===== src/rtl/nrisc_pkg.sv =====
// Shared types and constants for the nRisc command executor.
// Opcodes, FSM state encoding, data and register-index widths.
package nrisc_pkg;

  localparam int DW = 8;
  localparam int IW = 3;

  localparam logic [2:0] OP_ADD = 3'b000;
  localparam logic [2:0] OP_SUB = 3'b001;
  localparam logic [2:0] OP_MUL = 3'b010;
  localparam logic [2:0] OP_LI  = 3'b011;
  localparam logic [2:0] OP_LW  = 3'b100;
  localparam logic [2:0] OP_SW  = 3'b101;
  localparam logic [2:0] OP_BEQ = 3'b110;
  localparam logic [2:0] OP_BNZ = 3'b111;

  typedef enum logic [1:0] {
    IDLE,
    EXEC,
    MEM_WAIT,
    DONE
  } state_t;

endpackage


===== src/rtl/nrisc_alu.sv =====
// Combinational ALU: op/a/b -> 8-bit result plus branch condition.
// Ports: op, a, b in; result, cond out. Arithmetic wraps modulo 256.
module nrisc_alu
  import nrisc_pkg::*;
(
  input  logic [2:0]    op,
  input  logic [DW-1:0] a,
  input  logic [DW-1:0] b,
  output logic [DW-1:0] result,
  output logic          cond
);

  always_comb begin
    result = a;
    cond   = 1'b0;
    case (op)
      OP_ADD: result = a + b;
      OP_SUB: result = a - b;
      OP_MUL: result = a * b;
      OP_BEQ: cond   = (a == b);
      OP_BNZ: cond   = (a != '0);
      default: result = a;
    endcase
  end

endmodule


===== src/rtl/reg_bank_exec.sv =====
// Toggle-signalled command executor with an 8x8 register bank and
// req/ack data-memory port. Inputs: clock, reset, in_signal, op,
// index_a, index_b, data_in, mem_rdata, mem_ack. Outputs: ack_signal,
// busy, branch_taken, mem_req, mem_we, mem_addr, mem_wdata, error.
// Macro RB_DEBUG_PORT_EN adds dbg_index in / dbg_data out.
module reg_bank_exec
  import nrisc_pkg::*;
#(
  parameter int            MEM_TIMEOUT   = 15,
  parameter logic [DW-1:0] REG_RESET_VAL = 8'h00
) (
  input  logic          clock,
  input  logic          reset,
  input  logic          in_signal,
  input  logic [2:0]    op,
  input  logic [IW-1:0] index_a,
  input  logic [IW-1:0] index_b,
  input  logic [DW-1:0] data_in,
  output logic          ack_signal,
  output logic          busy,
  output logic          branch_taken,
  output logic          mem_req,
  output logic          mem_we,
  output logic [DW-1:0] mem_addr,
  output logic [DW-1:0] mem_wdata,
  input  logic [DW-1:0] mem_rdata,
  input  logic          mem_ack,
  output logic          error
`ifdef RB_DEBUG_PORT_EN
  ,
  input  logic [IW-1:0] dbg_index,
  output logic [DW-1:0] dbg_data
`endif
);

  state_t        state;
  state_t        state_d;
  logic [DW-1:0] regs [8];
  logic          last_signal;
  logic          pending;
  logic [3:0]    cnt;
  logic [2:0]    op_q;
  logic [IW-1:0] a_q;
  logic [IW-1:0] b_q;
  logic [DW-1:0] d_q;

  logic          new_cmd;
  logic          capture;
  logic          is_mem;
  logic          is_br;
  logic          timeout;
  logic [DW-1:0] alu_res;
  logic          alu_cond;
  logic [DW-1:0] wr_val;

  assign new_cmd = (in_signal != last_signal);
  assign is_mem  = (op_q == OP_LW) || (op_q == OP_SW);
  assign is_br   = (op_q == OP_BEQ) || (op_q == OP_BNZ);
  assign timeout = (cnt == 4'(MEM_TIMEOUT - 1));
  assign wr_val  = (op_q == OP_LI) ? d_q : alu_res;

`ifdef RB_DEBUG_PORT_EN
  assign dbg_data = regs[dbg_index];
`endif

  nrisc_alu u_alu (
    .op     (op_q),
    .a      (regs[a_q]),
    .b      (regs[b_q]),
    .result (alu_res),
    .cond   (alu_cond)
  );

  always_comb begin
    state_d = state;
    capture = 1'b0;
    case (state)
      IDLE: begin
        if (new_cmd || pending) begin
          capture = 1'b1;
          state_d = EXEC;
        end
      end
      EXEC:     state_d = is_mem ? MEM_WAIT : DONE;
      MEM_WAIT: if (mem_ack || timeout) state_d = DONE;
      DONE:     state_d = IDLE;
      default:  state_d = IDLE;
    endcase
  end

  always_ff @(posedge clock) begin
    if (reset) begin
      for (int i = 0; i < 8; i++) regs[i] <= REG_RESET_VAL;
      state        <= IDLE;
      last_signal  <= in_signal;
      pending      <= 1'b0;
      cnt          <= '0;
      op_q         <= OP_ADD;
      a_q          <= '0;
      b_q          <= '0;
      d_q          <= '0;
      ack_signal   <= 1'b0;
      busy         <= 1'b0;
      branch_taken <= 1'b0;
      mem_req      <= 1'b0;
      mem_we       <= 1'b0;
      mem_addr     <= '0;
      mem_wdata    <= '0;
      error        <= 1'b0;
    end else begin
      last_signal  <= in_signal;
      state        <= state_d;
      branch_taken <= 1'b0;
      // Overrun: one command may queue behind the running one;
      // a further toggle is lost and flagged.
      if (new_cmd && state != IDLE) begin
        if (pending) error <= 1'b1;
        else pending <= 1'b1;
      end
      case (state)
        IDLE: begin
          if (capture) begin
            op_q    <= op;
            a_q     <= index_a;
            b_q     <= index_b;
            d_q     <= data_in;
            busy    <= 1'b1;
            // A toggle landing as the queued command starts stays queued.
            pending <= pending & new_cmd;
          end
        end
        EXEC: begin
          if (is_mem) begin
            mem_req   <= 1'b1;
            mem_we    <= (op_q == OP_SW);
            mem_addr  <= regs[b_q];
            mem_wdata <= regs[a_q];
            cnt       <= '0;
          end else if (is_br) begin
            branch_taken <= alu_cond;
          end else begin
            regs[a_q] <= wr_val;
          end
        end
        MEM_WAIT: begin
          if (mem_ack) begin
            mem_req <= 1'b0;
            if (!mem_we) regs[a_q] <= mem_rdata;
          end else if (timeout) begin
            mem_req <= 1'b0;
            error   <= 1'b1;
          end else begin
            cnt <= cnt + 4'd1;
          end
        end
        DONE: begin
          ack_signal <= ~ack_signal;
          busy       <= 1'b0;
        end
        default: ;
      endcase
    end
  end

endmodule

===== config.mk =====
export PLATFORM = sky130hd
export DESIGN_NAME = reg_bank_exec
export DESIGN_NICKNAME = d
export VERILOG_FILES = /design/src/rtl/nrisc_pkg.sv /design/src/rtl/nrisc_alu.sv /design/src/rtl/reg_bank_exec.sv
export SDC_FILE = /design/constraint.sdc
export NUM_CORES = 1
export LEC_CHECK = 0
export CORE_UTILIZATION = 30
export DETAILED_ROUTE_END_ITERATION = 7
export PLACE_DENSITY_LB_ADDON = 0.2
export SLEW_MARGIN = 10
export SYNTH_ARGS = -nofsm -noshare
export SYNTH_HDL_FRONTEND = slang
export SYNTH_SLANG_ARGS = --single-unit

===== constraint.sdc =====
create_clock -name clock -period 12.4 [get_ports clock]
set_input_delay 1.24 -clock clock [delete_from_list [all_inputs] [get_ports clock]]
set_output_delay 1.24 -clock clock [all_outputs]
set_load 0.01 [all_outputs]

==> results of run 1 <==
metrics by stage:
| step | power (uW) | std cells | util |
|---|---|---|---|
| global route | 2430 | 1075 | 0.366 |
| floorplan | 1420 | 695 | - |
| finish | 2260 | 1075 | 0.366 |
| CTS | 2280 | 1075 | 0.366 |
| global placement | 1790 | 1043 | 0.342 |
| detailed placement | 1790 | 1043 | 0.342 |
tightest hold or removal path: cells and delay by family (launching register included):
family             cells  cell delay [ns]
AOI/OAI and AO/OA      1             0.05
and+or+nand+nor        1             0.05
DFF                    1             0.31
worst paths after layout:
path	endpoint	cells past startpoint
setup / recovery	regs[4][7]	19
setup reg to reg	regs[4][7]	19
hold / removal	d_q[4]	2
hold reg to reg	d_q[4]	2
Yosys cell counts, drive strengths merged (10+ instances only):
cell type	number	area share
clkbuf	27	0.014
edfxtp	64	0.26
ha	36	0.062
nor2	118	0.063
a211oi	26	0.028
inv	49	0.025
nand2	76	0.041
fa	14	0.039
xnor2	10	0.013
o21ai	10	0.0069
mux2i	25	0.042
dfxtp	53	0.15
nor3	22	0.015
mux4	34	0.11
a21oi	41	0.028
cell families after synthesis:
kind of cell	synth area share
multiplexers	0.154
AO/OA/AOI/OAI	0.0971
adder cells (fa/ha/maj)	0.100
flip-flops	0.410
XOR/XNOR	0.0320
buffers and inverters	0.0542
AND/OR/NAND/NOR	0.152
metal layers:
metal / vias up / part of all wire
met4: 0 / 0.0083
met2: 134 / 0.47
li1: 2581 / -
met1: 2557 / 0.48
met3: 12 / 0.044
met5: - / 0
flip-flops by register name (all words and copies together), names as in the netlist, 3 cells and up, named ones only:
register / cells
regs: 64
d_q: 8
mem_addr: 8
mem_wdata: 8
cnt: 4
a_q: 3
b_q: 3
op_q: 3
cell type report:
class	instances	share of cell area
multi-input cells	492	0.451
repair buffers	65	0.0703
clock buffers	18	0.0521
flip-flops and latches	117	0.345
clock inverters	14	0.0140
well taps	319	0.0461
inverters	50	0.0217
report_power, final:
part           internal (uW)  switching (uW)  leakage [uW]
registers                466            55.3       0.00109
logic                    511             753       0.00186
clock network            289             191      0.000288
total                   1260             999       0.00324
==> flow_summary_export.csv, run 1 <==
group,metric,value,unit
status,status,"finished clean",
global_routing,grt_pass1_wl,31400,um
synthesis,netlist_area,0.00728,mm^2
timing,max_freq,151,MHz
timing,setup_viol,0,
clock_tree,clockRootBuffer,"clkbuf_16",
place,io_buffers,50,
place,place_congestion,0.842,
synthesis,synthArstFlopShare,0,
timing,drv_slew,0,
power,leakagePower,0.00324,uW
timing,tns,0,ns
place,dp_slack,5.80,ns
clock_tree,cts_buffers,17,
die,core_area,0.0236,mm^2
detailed_routing,avgRoutedWirePerCell,18.6,um
die,dieWidth,158,um
finish,layout-drive-gt1-share,0.140,
detailed_routing,initialDrtViolationCount,305,
synthesis,syn_inst,695,
clock_tree,htree_num_levels,4,
global_routing,grt_start_max_net_pins,49,
clock_tree,postCtsSetupRepairBufs,0,
finish,fin_nets,822,
timing,min_period,6.64,ns
synthesis,yosys_warnings,0,
clock_tree,cts.clk_slew.worst_paths,0.06,ns
finish,layout_common_cells,"nor2_1, nand2_1, edfxtp_1, dfxtp_1",
detailed_routing,dr.pass1.iters,5,
die,fp.dieH,158,um
timing,worstMarginPinSlew,0.979,ns
place,place_area,0.00808,mm^2
timing,finalHoldViolCount,0,
clock_tree,hold_buffers,0,
worst_setup_path,end_kind,"flip-flop",
finish,fillers,2376,
power,p_per_area,262,mW/mm^2
synthesis,synth-edff-count,64,
worst_setup_path,worstSetupStartpointType,"flip-flop",
detailed_routing,wirelength,19900,um
synthesis,synth_ff_type,"edfxtp_1",
clock_tree,cts_buffer_depth,2,
detailed_routing,drc,0,
worst_setup_path,crit_family,"adder cells",
synthesis,yosysSeqAreaShare,0.410,
global_routing,grt.total_usage,0.172,
finish,seq_area,0.00298,mm^2
timing,slew_headroom,0.344,
detailed_routing,ant_nets,0,
finish,antenna_cells,0,
timing,finClkSkew,0.00815,ns
synthesis,syn_nets,774,
timing,setup_slack,5.76,ns
global_routing,overflow,0,
worst_setup_path,reg2reg_slack,5.76,ns
worst_setup_path,crit_required,12.55,ns
finish,area_delta_synth_final,18.9,%
die,start_util,0.308,
die,dieArea,0.0249,mm^2
power,vdd.ir_drop.worst,0.0869,mV
detailed_routing,vias,5284,
worst_setup_path,critPathMaxStageDelay,0.60,ns
die,fp-row-count,56,
worst_setup_path,path_cells,"buf_4 > mux4_2 > mux2i_1 > inv_1 > ha_1 > fa_1 > fa_1 > ha_1 > inv_1 > fa_1 > inv_1 > ha_1 > a21o_1 > a21oi_1 > xnor2_1 > xnor3_1 > and2b_2 > a211oi_2 > nor2_1",
worst_hold_path,hp-class,"reg -> reg",
finish,fin_area,0.00865,mm^2
timing,fin_worst_hold_slack,0.458,ns
finish,multi_input_area,0.00390,mm^2
die,io_pins,51,
worst_setup_path,cp.buffers_inverters,4,
worst_hold_path,min-delay-start,"d_q[4]",
global_routing,met3_usage,0.0318,
global_routing,busiest_layer,"met2",
global_routing,grt_use_met2,0.276,
finish,mostFrequentLayoutCell,"nor2_1",
synthesis,synth_seq_cells,117,
synthesis,yosys.cell_types.count,65,
timing,grt_setup_unrepaired,"false",
clock_tree,cts_tree,"done",
place,dpl.hpwl,14300,um
detailed_routing,viasPerCell,4.92,
global_routing,grtUsageMet1,0.239,
clock_tree,cts-resized-gates,0,
clock_tree,clkLatencyLatePin,0.42,ns
worst_setup_path,slowest_stage,"mux2i_1",
worst_setup_path,crit_arrival,6.79,ns
synthesis,syn_area_per_cell,10.5,um^2
clock_tree,cts_sinks,117,
global_routing,grt_pass1_vias,5253,
timing,fin_crit_sh,0.536,
global_routing,antenna_found_initial,0,
run,cap_violations,0,
worst_setup_path,critical_path_class,"reg -> reg",
worst_setup_path,crit_path_max_fanout,16,
No activity file was read; power rests on OpenSTA's default activity.
==> inputs of run 2 (changes only) <==
- clock period: 12.4 -> 6.66 ns (I/O delays scaled with it)
==> flow_summary_export.csv, run 2 (synthesis gave the netlist of run 1 again) <==
group,metric,value,unit
status,status,"finished clean",
worst_setup_path,crit_path_end,"regs[5][7]",
global_routing,busiest_layer,"met2",
worst_setup_path,crit_arrival,6.16,ns
timing,max_freq,166,MHz
global_routing,grt_use_met2,0.278,
worst_hold_path,hp-class,"reg -> reg",
timing,min_period,6.01,ns
worst_setup_path,crit_path_max_fanout,9,
timing,setup_viol,0,
clock_tree,clockRootBuffer,"clkbuf_16",
power,p_per_area,493,mW/mm^2
global_routing,grt_start_max_net_pins,49,
timing,finClkSkew,0.0119,ns
clock_tree,htree_num_levels,4,
power,total_power,4300,uW
detailed_routing,dr.pass1.iters,5,
detailed_routing,initialDrtViolationCount,459,
die,fp-row-count,56,
power,leakagePower,0.00327,uW
detailed_routing,ant_nets,0,
die,start_util,0.308,
clock_tree,postCtsSetupRepairBufs,0,
clock_tree,cts_buffer_depth,2,
die,dieWidth,158,um
global_routing,overflow,0,
worst_setup_path,end_kind,"flip-flop",
detailed_routing,avgRoutedWirePerCell,19.0,um
power,vdd.ir_drop.worst,0.189,mV
die,fp.dieH,158,um
detailed_routing,vias,5404,
clock_tree,cts_tree,"done",
finish,layout-drive-gt1-share,0.151,
clock_tree,cts_buffers,17,
detailed_routing,viasPerCell,4.98,
die,dieArea,0.0249,mm^2
timing,fin_crit_sh,0.903,
finish,fillers,2362,
worst_setup_path,critical_path_class,"reg -> reg",
global_routing,grt.total_usage,0.178,
global_routing,antenna_found_initial,0,
clock_tree,clkLatencyLatePin,0.42,ns
finish,area_delta_synth_final,19.9,%
global_routing,grtUsageMet1,0.251,
worst_hold_path,min_delay_path_depth,2,
global_routing,met3_usage,0.0334,
worst_setup_path,reg2reg_slack,0.65,ns
timing,grt_setup_unrepaired,"false",
clock_tree,cts.clk_slew.worst_paths,0.06,ns
run,cap_violations,0,
finish,fin_nets,833,
die,core_area,0.0236,mm^2
detailed_routing,wirelength,20600,um
timing,slew_headroom,0.292,
finish,regMostFlops,"regs",
worst_setup_path,worst_r2r_endpoint,"regs[5][7]",
place,dpl.hpwl,15400,um
finish,antenna_cells,0,
die,io_pins,51,
global_routing,grt_pass1_vias,5377,
global_routing,grt_pass1_wl,32200,um
timing,drv_slew,0,
worst_setup_path,worstSetupStartpointType,"flip-flop",
finish,mostFrequentLayoutCell,"nor2_1",
timing,worstMarginPinSlew,1.06,ns
worst_setup_path,reg2reg_depth,21,
place,place_congestion,0.852,
worst_setup_path,crit_required,6.81,ns
place,io_buffers,50,
finish,largest_reg_flops,64,
finish,layout_common_cells,"nor2_1, nand2_1, edfxtp_1, dfxtp_1",
timing,tns,0,ns
clock_tree,hold_buffers,0,
timing,finalHoldViolCount,0,
clock_tree,cts_sinks,117,
detailed_routing,drc,0,
clock_tree,cts-resized-gates,0,
timing,fin_worst_hold_slack,0.457,ns
[run 2: changes by cell type in the layout (fill, tap and decap cells not counted)]
| cell | previous run | this run |
|---|---|---|
| inv_8 | 0 | 1 |
| clkbuf_1 | 0 | 1 |
| clkinv_4 | 2 | 5 |
| clkbuf_16 | 18 | 17 |
| clkinvlp_4 | 1 | 3 |
| inv_6 | 3 | 1 |
| inv_4 | 4 | 0 |
| buf_4 | 15 | 26 |
[run 2: metal layers]
| metal | wire length (um) | vias to the layer above |
|---|---|---|
| met1 | 10000 | 2651 |
| met3 | 1050 | 13 |
| met5 | 0 | - |
| li1 | - | 2592 |
| met4 | 189 | 0 |
| met2 | 9390 | 148 |
[run 2: worst max-delay path, stage by stage, from the launching register on]
cell      delay (ns)
dfxtp_1         0.41
buf_4           0.25
mux4_2          0.55
mux2i_4         0.28
inv_1           0.16
ha_1            0.24
inv_1           0.11
fa_1            0.39
inv_1           0.06
ha_1            0.23
fa_1            0.53
inv_1           0.05
fa_1            0.52
inv_1           0.04
ha_1            0.31
a21oi_1         0.19
xnor2_1         0.22
xnor3_1         0.47
nand2_1         0.07
nor2_1          0.04
a211oi_2        0.51
nor2_1          0.10
[run 2: area by class of cell]
type,instances,area (um^2),share of cell area
inverter,50,188,0.0215
clock buffer,18,429,0.0492
clock inverter,14,131,0.0151
multi-input combinational,492,3900,0.447
sequential,117,2980,0.342
tap,319,399,0.0458
timing repair buffer,76,691,0.0792
[run 2: power by group]
| group | internal (uW) | switching, uW | total, uW |
|---|---|---|---|
| sequential | 867 | 82.8 | 950 |
| combinational | 1000 | 1470 | 2480 |
| clock | 516 | 359 | 875 |
[run 2: worst min path at each step]
stage / start / to
3_3_place_gp: d_q[4] / d_q[4]
5_1_grt: d_q[7] / d_q[7]
4_1_cts: d_q[4] / d_q[4]
2_1_floorplan: d_q[4] / d_q[4]
3_5_place_dp: d_q[4] / d_q[4]
6_report: d_q[4] / d_q[4]
[run 2: stage by stage]
stage | instance area, um^2 | utilization | worst slack [ns] | instances
finish | 8720 | 0.369 | 0.649 | 1086
global route | 8720 | 0.369 | 0.245 | 1086
CTS | 8720 | 0.369 | 0.614 | 1086
detailed placement | 8160 | 0.346 | 0.645 | 1054
global placement | 8160 | 0.346 | 0.703 | 1054
floorplan | 7280 | - | 1.05 | 695
==> inputs of run 3 (changes only) <==
- CAP_MARGIN: default -> 0
- GPL_TIMING_DRIVEN: default -> 0
==> flow_summary_export.csv, run 3 (synthesis gave the netlist of run 1 again) <==
group,metric,value,unit
status,status,"finished clean",
place,dpl.hpwl,15500,um
timing,drv_slew,0,
power,total_power,4370,uW
timing,max_freq,158,MHz
global_routing,grt_pass1_wl,32600,um
place,io_buffers,50,
clock_tree,clockRootBuffer,"clkbuf_16",
clock_tree,htree_num_levels,4,
worst_setup_path,end_kind,"flip-flop",
clock_tree,hold_buffers,0,
worst_setup_path,reg2reg_slack,0.31,ns
worst_setup_path,crit_arrival,6.50,ns
finish,fillers,2363,
power,p_int,2440,uW
power,sequentialPowerShare,0.212,
place,placed_cells_incl_taps,1064,
clock_tree,cts_buffer_depth,2,
finish,layout-drive-gt1-share,0.130,
die,dieWidth,158,um
finish,layout_common_cells,"nor2_1, nand2_1, edfxtp_1, dfxtp_1, clkdlybuf4s50_1",
global_routing,antenna_found_initial,0,
timing,worstMarginPinSlew,0.943,ns
detailed_routing,ant_nets,0,
power,p_per_area,494,mW/mm^2
clock_tree,cts_tree,"done",
global_routing,grt.total_usage,0.182,
global_routing,grt_pass1_vias,5421,
detailed_routing,wirelength,21100,um
power,pwr-share-comb,0.564,
detailed_routing,initialDrtViolationCount,429,
place,place_area,0.00818,mm^2
detailed_routing,vias,5508,
timing,slew_headroom,0.353,
clock_tree,cts_sinks,117,
power,p_sw,1940,uW
die,fp.dieH,158,um
die,dieArea,0.0249,mm^2
timing,fin_crit_sh,0.953,
timing,min_period,6.35,ns
power,p_clk_frac,0.224,
timing,grt_setup_unrepaired,"false",
global_routing,grt_start_max_net_pins,17,
finish,regMostFlops,"regs",
finish,largest_reg_flops,64,
die,core_area,0.0236,mm^2
timing,fin_worst_hold_slack,0.455,ns
timing,finalHoldViolCount,0,
finish,fin_area,0.00884,mm^2
worst_hold_path,hp-class,"reg -> reg",
finish,antenna_cells,0,
timing,tns,0,ns
clock_tree,cts.clk_slew.worst_paths,0.06,ns
run,cap_violations,0,
die,io_pins,51,
global_routing,overflow,0,
clock_tree,clkLatencyLatePin,0.43,ns
power,leakagePower,0.00328,uW
die,fp-row-count,56,
detailed_routing,viasPerCell,5.03,
finish,area_delta_synth_final,21.5,%
worst_setup_path,crit_required,6.82,ns
timing,setup_viol,0,
die,start_util,0.308,
worst_setup_path,crit_path_max_fanout,10,
power,swShare,0.443,
finish,fin_nets,842,
worst_setup_path,critical_path_class,"reg -> reg",
finish,stdcell_count,1095,
finish,mostFrequentLayoutCell,"nor2_1",
detailed_routing,dr.pass1.iters,5,
detailed_routing,avgRoutedWirePerCell,19.3,um
detailed_routing,drc,0,
place,place_congestion,0.869,
clock_tree,cts_buffers,17,
timing,finClkSkew,0.0104,ns
power,vdd.ir_drop.worst,0.182,mV
worst_setup_path,worstSetupStartpointType,"flip-flop",
run 3: cell type report:
class / count / area, um^2 / share of cell area
Clock buffer: 21 / 492 / 0.0556
Sequential cell: 117 / 2980 / 0.337
Clock inverter: 11 / 134 / 0.0151
Inverter: 50 / 188 / 0.0212
Tap cell: 319 / 399 / 0.0451
Multi-Input combinational cell: 492 / 3950 / 0.446
Timing Repair Buffer: 50 / 500 / 0.0566
Buffer: 35 / 203 / 0.0229
run 3: power by group through the flow:
stage	sequential, uW	combinational [uW]	clock, uW
CTS	922	2440	987
global placement	935	2420	0
floorplan	929	1720	0
finish	927	2470	978
detailed placement	937	2420	0
global route	940	2720	1020
run 3: what timing repair did:
item / CTS / global route
setup buffers: 0 / 0
gates resized for setup: 3 / 4
hold endpoints to repair: 0 / 0
endpoints found under the setup margin: 8 / 8
cloned: 0 / 0
run 3: path summary, 6_finish.rpt:
| kind | from | end | depth (start not counted) |
|---|---|---|---|
| worst min-delay path | d_q[4] | d_q[4] | 2 |
| worst max-delay path | flip-flop | regs[7][7] | 20 |
| worst min register to register | d_q[4] | d_q[4] | 2 |
| worst max register to register | flip-flop | regs[7][7] | 20 |
run 3: metal layers:
layer / vias to the layer above / GRT usage / wire length, um / part of all wire
li1: 2610 / - / - / -
met1: 2681 / 0.256 / 10100 / 0.48
met2: 197 / 0.280 / 9520 / 0.45
met3: 20 / 0.0361 / 1290 / 0.061
met4: 0 / 0.0499 / 240 / 0.011
met5: - / 0 / 0 / 0
run 3: stage by stage:
step / worst slack (ns) / util
floorplan: 1.05 / -
global placement: -0.138 / 0.346
detailed placement: -0.150 / 0.346
CTS: 0.0666 / 0.373
global route: 0.00851 / 0.375
finish: 0.311 / 0.375
run 3: worst max-delay path, stage by stage (launching register included):
cell	delay, ns
dfxtp_1	0.30
buf_2	0.22
buf_2	0.34
mux4_2	0.36
mux2i_1	0.74
inv_1	0.25
nand2_1	0.14
fa_1	0.41
inv_1	0.07
ha_1	0.24
fa_1	0.53
inv_1	0.05
fa_1	0.53
inv_1	0.05
ha_1	0.31
a21oi_1	0.22
xnor2_1	0.10
xnor3_1	0.39
and2b_2	0.24
a211oi_4	0.47
nor2_1	0.09
